`src/rtl/rt_test_ctrl.sv`:
```
// Real-time test controller: counts cycles while enabled, collects per-channel
// end-of-computation reports and raises done/fail/timeout for the test harness.
module rt_test_ctrl #(
    parameter int NumCh          = 2,
    parameter int TimeoutDefault = 32000,
    parameter int CntW           = 32
) (
    input  logic        clk_i,
    input  logic        rst_i,
    input  logic        req_i,
    input  logic        we_i,
    input  logic [7:0]  addr_i,
    input  logic [31:0] wdata_i,
    output logic        gnt_o,
    output logic        rvalid_o,
    output logic [31:0] rdata_o,
    output logic        done_o,
    output logic        fail_o,
    output logic        timeout_o,
    output logic [30:0] exit_code_o
);

    logic                        r_en;
    logic                        r_clr_pend;
    logic                        r_timeout;
    logic                        r_rvalid;
    logic [31:0]                 r_rdata;
    logic [CntW-1:0]             r_tmo_val;
    logic [CntW-1:0]             r_cycles;
    logic [NumCh-1:0]            r_mask;
    logic [NumCh-1:0][30:0]      r_code;

    logic                        w_wr;
    logic [5:0]                  w_word;
    logic                        w_done;
    logic                        w_counting;
    logic                        w_hit;
    logic [NumCh-1:0]            w_eoc_wr;
    logic [NumCh-1:0]            w_code_nz;
    logic [30:0]                 w_exit;
    logic [31:0]                 w_status;
    logic [31:0]                 w_rdata;

    assign gnt_o      = req_i;
    assign w_wr       = req_i & we_i;
    assign w_word     = addr_i[7:2];
    assign w_done     = r_timeout | (&r_mask);
    assign w_counting = r_en & ~w_done;
    assign w_hit      = (r_tmo_val != '0) && (r_cycles == r_tmo_val);

    // First write wins; nothing latches once the test is over or a clear is pending.
    genvar gi;
    generate
        for (gi = 0; gi < NumCh; gi++) begin : g_ch
            assign w_eoc_wr[gi]  = w_wr && (w_word == 6'(4 + gi)) && wdata_i[0]
                                   && !r_mask[gi] && !w_done && !r_clr_pend;
            assign w_code_nz[gi] = r_mask[gi] && (r_code[gi] != '0);
        end
    endgenerate

    always_comb begin
        w_exit = '0;
        for (int i = NumCh - 1; i >= 0; i--) begin
            if (w_code_nz[i]) w_exit = r_code[i];
        end
    end

    assign done_o      = w_done;
    assign fail_o      = r_timeout | (|w_code_nz);
    assign timeout_o   = r_timeout;
    assign exit_code_o = w_exit;
    assign rvalid_o    = r_rvalid;
    assign rdata_o     = r_rdata;

    always_comb begin
        w_status              = '0;
        w_status[NumCh-1:0]   = r_mask;
        w_status[16]          = r_timeout;
        w_status[17]          = fail_o;
        w_status[18]          = w_done;
        w_rdata               = '0;
        case (w_word)
            6'd0:    w_rdata = {31'd0, r_en};
            6'd1:    w_rdata[CntW-1:0] = r_tmo_val;
            6'd2:    w_rdata[CntW-1:0] = r_cycles;
            6'd3:    w_rdata = w_status;
            default: begin
                for (int i = 0; i < NumCh; i++) begin
                    if (w_word == 6'(4 + i)) w_rdata = {r_code[i], r_mask[i]};
                end
            end
        endcase
    end

    always_ff @(posedge clk_i or posedge rst_i) begin
        if (rst_i) begin
            r_rvalid <= 1'b0;
            r_rdata  <= '0;
        end else begin
            r_rvalid <= req_i;
            r_rdata  <= (req_i && !we_i) ? w_rdata : '0;
        end
    end

    // CLR is registered here and acts one cycle after the write.
    always_ff @(posedge clk_i or posedge rst_i) begin
        if (rst_i) begin
            r_en       <= 1'b0;
            r_clr_pend <= 1'b0;
            r_tmo_val  <= CntW'(TimeoutDefault);
        end else begin
            r_clr_pend <= w_wr && (w_word == 6'd0) && wdata_i[1];
            if (w_wr && (w_word == 6'd0)) r_en <= wdata_i[0];
            if (w_wr && (w_word == 6'd1)) r_tmo_val <= wdata_i[CntW-1:0];
        end
    end

    // On the matching cycle the counter holds so it reads back as TIMEOUT.
    always_ff @(posedge clk_i or posedge rst_i) begin
        if (rst_i) begin
            r_cycles  <= '0;
            r_timeout <= 1'b0;
        end else if (r_clr_pend) begin
            r_cycles  <= '0;
            r_timeout <= 1'b0;
        end else if (w_counting) begin
            if (w_hit) begin
                r_timeout <= 1'b1;
            end else if (r_cycles != '1) begin
                r_cycles <= r_cycles + CntW'(1);
            end
        end
    end

    always_ff @(posedge clk_i or posedge rst_i) begin
        if (rst_i) begin
            r_mask <= '0;
            r_code <= '0;
        end else if (r_clr_pend) begin
            r_mask <= '0;
            r_code <= '0;
        end else begin
            for (int i = 0; i < NumCh; i++) begin
                if (w_eoc_wr[i]) begin
                    r_mask[i] <= 1'b1;
                    r_code[i] <= wdata_i[31:1];
                end
            end
        end
    end

endmodule

```
`config.mk`:
```
export PLATFORM = sky130hd
export DESIGN_NAME = rt_test_ctrl
export DESIGN_NICKNAME = d
export VERILOG_FILES = /design/src/rtl/rt_test_ctrl.sv
export SDC_FILE = /design/constraint.sdc
export NUM_CORES = 1
export LEC_CHECK = 0
export CORE_AREA = 3 3 112 141
export CTS_BUF_LIST = sky130_fd_sc_hd__clkbuf_8
export DETAILED_ROUTE_END_ITERATION = 7
export DIE_AREA = 0 0 115 144
export PLACE_DENSITY_LB_ADDON = 0.05
export SYNTH_ARGS = -nofsm -noshare
export SYNTH_HDL_FRONTEND = slang
export SYNTH_SLANG_ARGS = --single-unit
```
`constraint.sdc`:
```
create_clock -name clk_i -period 7.9 [get_ports clk_i]
set_input_delay 1.58 -clock clk_i [delete_from_list [all_inputs] [get_ports clk_i]]
set_output_delay 1.58 -clock clk_i [all_outputs]
set_load 0.05 [all_outputs]
```
# == Word level (Yosys, flattened, before mapping) ==
# Index checks and enable logic that the tools add are counted.
# W data, S select, Z words.
# word_totals
reg_bits,164
latchBits,0
ram_bits,0
mem_bits_ro,0
word_cells,79
memories,0
# classes
addsub,1
multipliers,0
n_div,0
order_cmp,0
eq_ne,8
n_shift,0
n_mux,19
bitwise,5
reduce_logical,35
# ops
operator,count
$mux W32,7
$pmux W32 S4,1
$mux W31,4
$mux W62,1
$reduce_bool A31 Y1,2
$add A32 B1 Y32 const B,1
$eq A32 B32 Y1,1
$ne A32 B32 Y1 const B,1
$reduce_bool A32 Y1,1
$logic_and A1 B1 Y1,17
$eq A6 B2 Y1 const B,2
$eq A6 B3 Y1 const B,2
$reduce_bool A2 Y1,5
$eq A6 B1 Y1 const B,1
$logic_not A6 Y1,1
$logic_not A1 Y1,5
$mux W1,5
$reduce_and A2 Y1,2
$reduce_and A3 Y1,1
$and A1 B1 Y1,2
$mux W2,1
$ne A2 B2 Y1 const B,1
$or A1 B1 Y1,2
$reduce_or A2 Y1,1
$not A1 Y1,1

# == Depth between registers and ports, before layout ==
# Gate-level depths: netlist of the first run.
# logic_depth
ltp_word,8
ltp_mapped,10
mapped_depth_nobuf,8

# == Worst setup path before layout of the first run ==
# OpenSTA, ideal clock, no wires.
# synth_timing
path_type,register to output
startpoint,register r_code[8] (netlist bit)
endpoint,output exit_code_o[10]
arrival_ps,1935
required_ps,6320
path_slack_ps,4385
path_stages_with_launch,7
path_buffers,1
path_cell_list,dfrtp_1 -> nor4_1 -> nand4_1 -> o21a_1 -> nor2b_1 -> clkbuf_1 -> a22o_1
# synth_via
elab_chain_cells,3
# synth_rtl
item,line_no,rtl
"start, declared",31,logic [NumCh-1:0][30:0] r_code;
"start signal, assigned by index",146,r_code[i] <= wdata_i[31:1];
$reduce_bool A31 Y1,57,assign w_code_nz[gi] = r_mask[gi] && (r_code[gi] != '0);
$logic_and A1 B1 Y1,57,
$mux W31,64,if (w_code_nz[i]) w_exit = r_code[i];
"end, declared",20,output logic [30:0] exit_code_o
# Every way passes these cells.

# == Final worst setup path of the first run ==
# layout_timing
startpoint,register r_code[3] (netlist bit)
endpoint,output exit_code_o[9]
# The elaborated chain is that of the path after synthesis.

==> impl_metrics.ini, run 1 <==
[routing]
num_vias = 7426
via_per_inst = 6.654
firstDrtPassIters = 6
route.detailed.drc = 0
wl_per_cell_um = 23.48
totalWireLength_um = 26200
drt-initial-drc-count = 834
final_antenna_net_count = 0

[die]
rows = 49
io-pin-count = 112
start_util_pct = 56.94
die_w_um = 115
dieHeight_um = 144
core_area_mm2 = 0.01447
dieArea_mm2 = 0.01656

[yosys]
ys_seq_area_share_pct = 49.90
netlist_area_mm2 = 0.008239
synth_top_area_cell = dfrtp_1
synth_fp_nets = 893
syn_inst = 848
synthTopCellsByArea = dfrtp_1 (48%), nand2_1 (6.8%), a21oi_1 (6.6%)
synth_cell_types = 53
ys.flop_type = dfrtp_1
synth_edf_count = 0
yosysWarnings = 0
yosys.area.top_type_share_pct = 47.99
synth-seq-cells = 164
synthArstFlopShare_pct = 100.0
avgSynthCellArea_um2 = 9.716

[sta]
maxSlewHeadroom_pct = 27.58
period_share_pct = 67.73
finClkSkew_ns = 0.01404
setup_ws_ns = 2.549
layout_min_cycle_time_ns = 5.351
tns_ns = 0
tightest_slew_ns = 1.086
rsz0062_at_grt = no
setup_violations = 0
fin_hold_ws_ns = 0.5683
clock.fmax_mhz = 186.9
hold_violations = 0
maxSlewViolCount = 0

[clock_network]
path_clk_slew_ns = 0.09
cts_root_buffer = clkbuf_8
ctsHoldBuffers = 0
clk_latency_ns = 0.46
cts.sinks = 164
cts_tree = done
post_cts.repair.setup_buffers = 0
clockBufferDepth = 2
numCtsBuffers = 17
htree_num_levels = 4
cts_resized = 0

[grt]
antenna_found_initial = 0
grtUsageTotal_pct = 32.39
grt_pass1_vias = 7423
grt.overflow.total = 0
grt_pass1_wl_um = 40930
grt_max_degree = 95

[cells_and_area]
diodes = 0
layout-drive-gt1-share_pct = 11.09
utilization_pct = 67.56
final_nets = 970
final_cell_mix = dfrtp_1 (157), nand2_1 (149), a21oi_1 (109), clkdlybuf4s50_1 (109), a22oi_1 (55)
layout.cells.non_filler = 1116
area_growth_pct = 18.65
layout_commonest_cell = dfrtp_1

[worst_setup_path]
crit_path_max_fanout = 31
rr_startpoint = r_cycles[0]
crit_type = flip-flop to output pin
startpoint = r_code[3]
arrival_ns = 3.77
reg2reg_depth = 8
crit_chain = nor4_1, nand4_1, o21a_1, nor2b_4, a22o_1, clkdlybuf4s50_1
end_kind = output pin
cp.required_ns = 6.32
cp_slowest_cell = clkdlybuf4s50_1
r2r_end = r_cycles[21]
startpoint_type = flip-flop
ff2ff_setup_slack_ns = 4.37
cpPeakStageDelay_ns = 0.81

[hold_path]
worstHoldEndpoint = r_code[16]
hold_start = r_code[16]
hp-class = flip-flop to flip-flop
hold_path_depth = 2

[place]
gp_congestion = 0.9501
dpl.hpwl_um = 17250
port-buffer-count = 109
post-place-ws_ns = 3.068
dp_cells = 1084

[outcome]
status = finished, final reports clean

[job]
maxCapViolCount = 0

[pwr]
ir_drop_v = 0.0001248
cellLeakagePower_nw = 4.182
powerDensity_mw_per_mm2 = 188.5
==> stage by stage <==
stage	total power, mW	area, um^2
floorplan	1.104	8239
global placement	1.208	9360
detailed placement	1.215	9360
CTS	1.844	9776
global route	1.908	9776
finish	1.842	9776
==> synthesized netlist by cell type (12+ instances only) <==
cell type and count:
xor2_1 33, a21oi_1 109, nor4_1 34, nand4_1 13, mux2_2 35, dfrtp_1 158, a22oi_1 55, nor3_1 16
nor2_1 32, a22o_1 32, or3_1 13, o21ai_0 12, nand2_1 149, clkbuf_1 43
==> per-layer routing <==
layer  global-route usage, %  vias to the layer above  share of wire [%]
met1                   40.79                     3682                 37
met3                   6.907                       86                9.0
met4                   16.50                        0                4.7
li1                        -                     3209                  -
met2                   52.77                      449                 49
met5                       0                        -                  0
==> cell type report <==
class,count,area [um^2]
clock buffers,20,275.3
clock inverters,12,140.1
fillers,1200,4693
inverters,7,31.28
multi-input cells,613,3805
flip-flops and latches,164,4113
well taps,178,222.7
repair buffers,122,1189
==> worst max-delay path by stage <==
stage,to,depth (start not counted)
floorplan,r_clr_pend,1
global placement,exit_code_o[8],6
detailed placement,exit_code_o[9],6
CTS,exit_code_o[9],6
global route,exit_code_o[6],6
finish,exit_code_o[9],6
==> sequential cells by signal (all words and copies together) (netlist names) <==
signal and count:
r_mask 2, timeout_o 1, r_en 1, r_cycles 32, r_clr_pend 1, r_tmo_val 32, rvalid_o 1, rdata_o 32
r_code 62
==> critical path, delay by kind of cell, from the launching register on <==
kind                   cells  cell delay (ns)
buffers and inverters      1             0.81
AO/OA/AOI/OAI              2             0.55
flip-flops                 1             0.45
AND/OR/NAND/NOR            3             1.49
==> logic make-up (layout without fill, tap and decap cells) <==
logic type,after synthesis,after routing,synth area share (%)
fa+ha+maj,1,1,0.1518
compound gates,222,222,17.13
xor+xnor,41,41,4.358
simple gates,306,306,18.22
buf+inv,71,161,4.039
flops,164,164,49.90
mux,43,43,6.196
==> report_power, final <==
| group | internal, mW | leakage (nW) | switching, mW |
|---|---|---|---|
| Clock | 0.333 | 0.218 | 0.304 |
| Combinational | 0.102 | 1.72 | 0.164 |
| Sequential | 0.880 | 2.24 | 0.0597 |
| Total | 1.32 | 4.18 | 0.527 |
(Power assumes the default switching activity.)
==> run 2: changes to the inputs <==
CORE_AREA = 3 3 117 147   (was 3 3 112 141)
DIE_AREA = 0 0 120 150   (was 0 0 115 144)
clock period = 4.7 ns   (was 7.9 ns; I/O delays follow)
==> run 2 against run 1 <==
- non-clock buffer count rose by 9
- clock skew down 0.0024 ns
- sequential power up 68%
==> impl_metrics.ini, run 2 (synthesized netlist as in run 1, its figures left out) <==
[outcome]
status = finished, final reports clean

[routing]
route.detailed.drc = 0
firstDrtPassIters = 5
final_antenna_net_count = 0
drt-initial-drc-count = 811
via_per_inst = 6.186
totalWireLength_um = 26370
wl_per_cell_um = 22.67
num_vias = 7194

[cells_and_area]
final_nets = 979
final_cell_mix = dfrtp_1 (157), nand2_1 (149), a21oi_1 (109), clkdlybuf4s50_1 (93), a22oi_1 (55)
layout_commonest_cell = dfrtp_1
layout.cells.non_filler = 1163
area_growth_pct = 20.26
diodes = 0
num-fill-cells = 1404
regArea_mm2 = 0.004113
multiInputGateArea_mm2 = 0.003800
regMostFlops = r_code
utilization_pct = 61.66
layout-drive-gt1-share_pct = 13.62
largest_reg_flops = 62

[place]
port-buffer-count = 109
gp_congestion = 0.9001
dpl.hpwl_um = 17530
dp_cells = 1131

[die]
start_util_pct = 51.27
rows = 52
core_area_mm2 = 0.01607
dieArea_mm2 = 0.01800
dieHeight_um = 150
die_w_um = 120
io-pin-count = 112

[clock_network]
cts_resized = 0
post_cts.repair.setup_buffers = 0
clk_latency_ns = 0.46
htree_num_levels = 4
cts_root_buffer = clkbuf_8
ctsHoldBuffers = 0
cts.sinks = 164
path_clk_slew_ns = 0.09
clockBufferDepth = 2
cts_tree = done
numCtsBuffers = 17

[sta]
finClkSkew_ns = 0.01161
setup_violations = 0
rsz0062_at_grt = no
hold_violations = 0
clock.fmax_mhz = 223.3
maxSlewHeadroom_pct = 20.35
layout_min_cycle_time_ns = 4.478
maxSlewViolCount = 0
tns_ns = 0
period_share_pct = 95.27
tightest_slew_ns = 1.195

[pwr]
power_mw = 3.224
ir_drop_v = 0.0001730
cellLeakagePower_nw = 4.283
powerDensity_mw_per_mm2 = 325.4

[worst_setup_path]
rr_startpoint = r_cycles[1]
startpoint_type = flip-flop
cp.required_ns = 3.76
crit_path_max_fanout = 30
arrival_ns = 3.54
crit_type = flip-flop to output pin
startpoint = r_code[0]
end_kind = output pin

[grt]
antenna_found_initial = 1
grtUsageTotal_pct = 29.70
grt.overflow.total = 0
grt_pass1_vias = 7225
grt_max_degree = 165
grt_pass1_wl_um = 40670

[hold_path]
hp-class = flip-flop to flip-flop
hold_start = r_code[47]

[job]
maxCapViolCount = 0
[run 2: changes by cell type in the layout (fill, tap and decap cells not counted), moves of 2 or more]
cell	before	now
clkdlybuf4s50_1	109	93
bufinv_16	3	5
and2_2	2	0
clkinv_2	3	1
buf_4	13	37
and2_1	2	4
[run 2: layout make-up]
cell class              count  area share, %
repair buffers            131          12.40
clock inverters            13          2.071
clock buffers              19          2.639
flip-flops and latches    164          41.51
inverters                   7         0.3031
well taps                 216          2.728
multi-input cells         613          38.35
[run 2: final timing paths]
kind / to / slack (ns) / cells past startpoint
max: fail_o / 0.22 / 7
min: r_code[47] / 0.58 / 2
max reg2reg: r_cycles[27] / 1.65 / 9
min reg2reg: r_code[47] / 0.58 / 2
max in group asynchronous: r_clr_pend / 2.93 / 3
min in group asynchronous: r_code[52] / 1.08 / 3
[run 2: metrics by stage]
stage / setup WS, ns / hold slack, ns / instance area [um^2]
floorplan: 1.680 / 0.5195 / 8243
global route: 0.08991 / 0.5959 / 9908
global placement: 0.7856 / 0.5469 / 9442
finish: 0.2221 / 0.5762 / 9908
CTS: 0.1819 / 0.5722 / 9908
detailed placement: 0.7194 / 0.5575 / 9442
[run 2: report_power, final]
| part | switching [mW] | internal (mW) | leakage, nW |
|---|---|---|---|
| sequential | 0.102 | 1.48 | 2.24 |
| combinational | 0.276 | 0.174 | 1.80 |
| clock | 0.533 | 0.661 | 0.239 |
| total | 0.910 | 2.31 | 4.28 |
[run 2: critical path, cell delays in order (launching register included)]
cell and delay [ns]:
dfrtp_1 0.42, nor4_1 0.58, nand4_1 0.28, o21a_1 0.27, buf_4 0.29, nor3_1 0.45, inv_1 0.08, clkdlybuf4s50_1 0.71
[run 2: routing by layer]
metal,GRT usage (%),vias up,share of wire [%]
li1,-,3228,-
met1,37.41,3526,38
met2,49.73,363,51
met3,6.011,75,7.5
met4,13.01,2,3.7
met5,0,-,0.049
==> run 3: changes to the inputs <==
CTS_CLUSTER_SIZE = 40   (was unset)
==> results of run 3 <==
Final layout, timing and power as in run 2 (identical DEF).
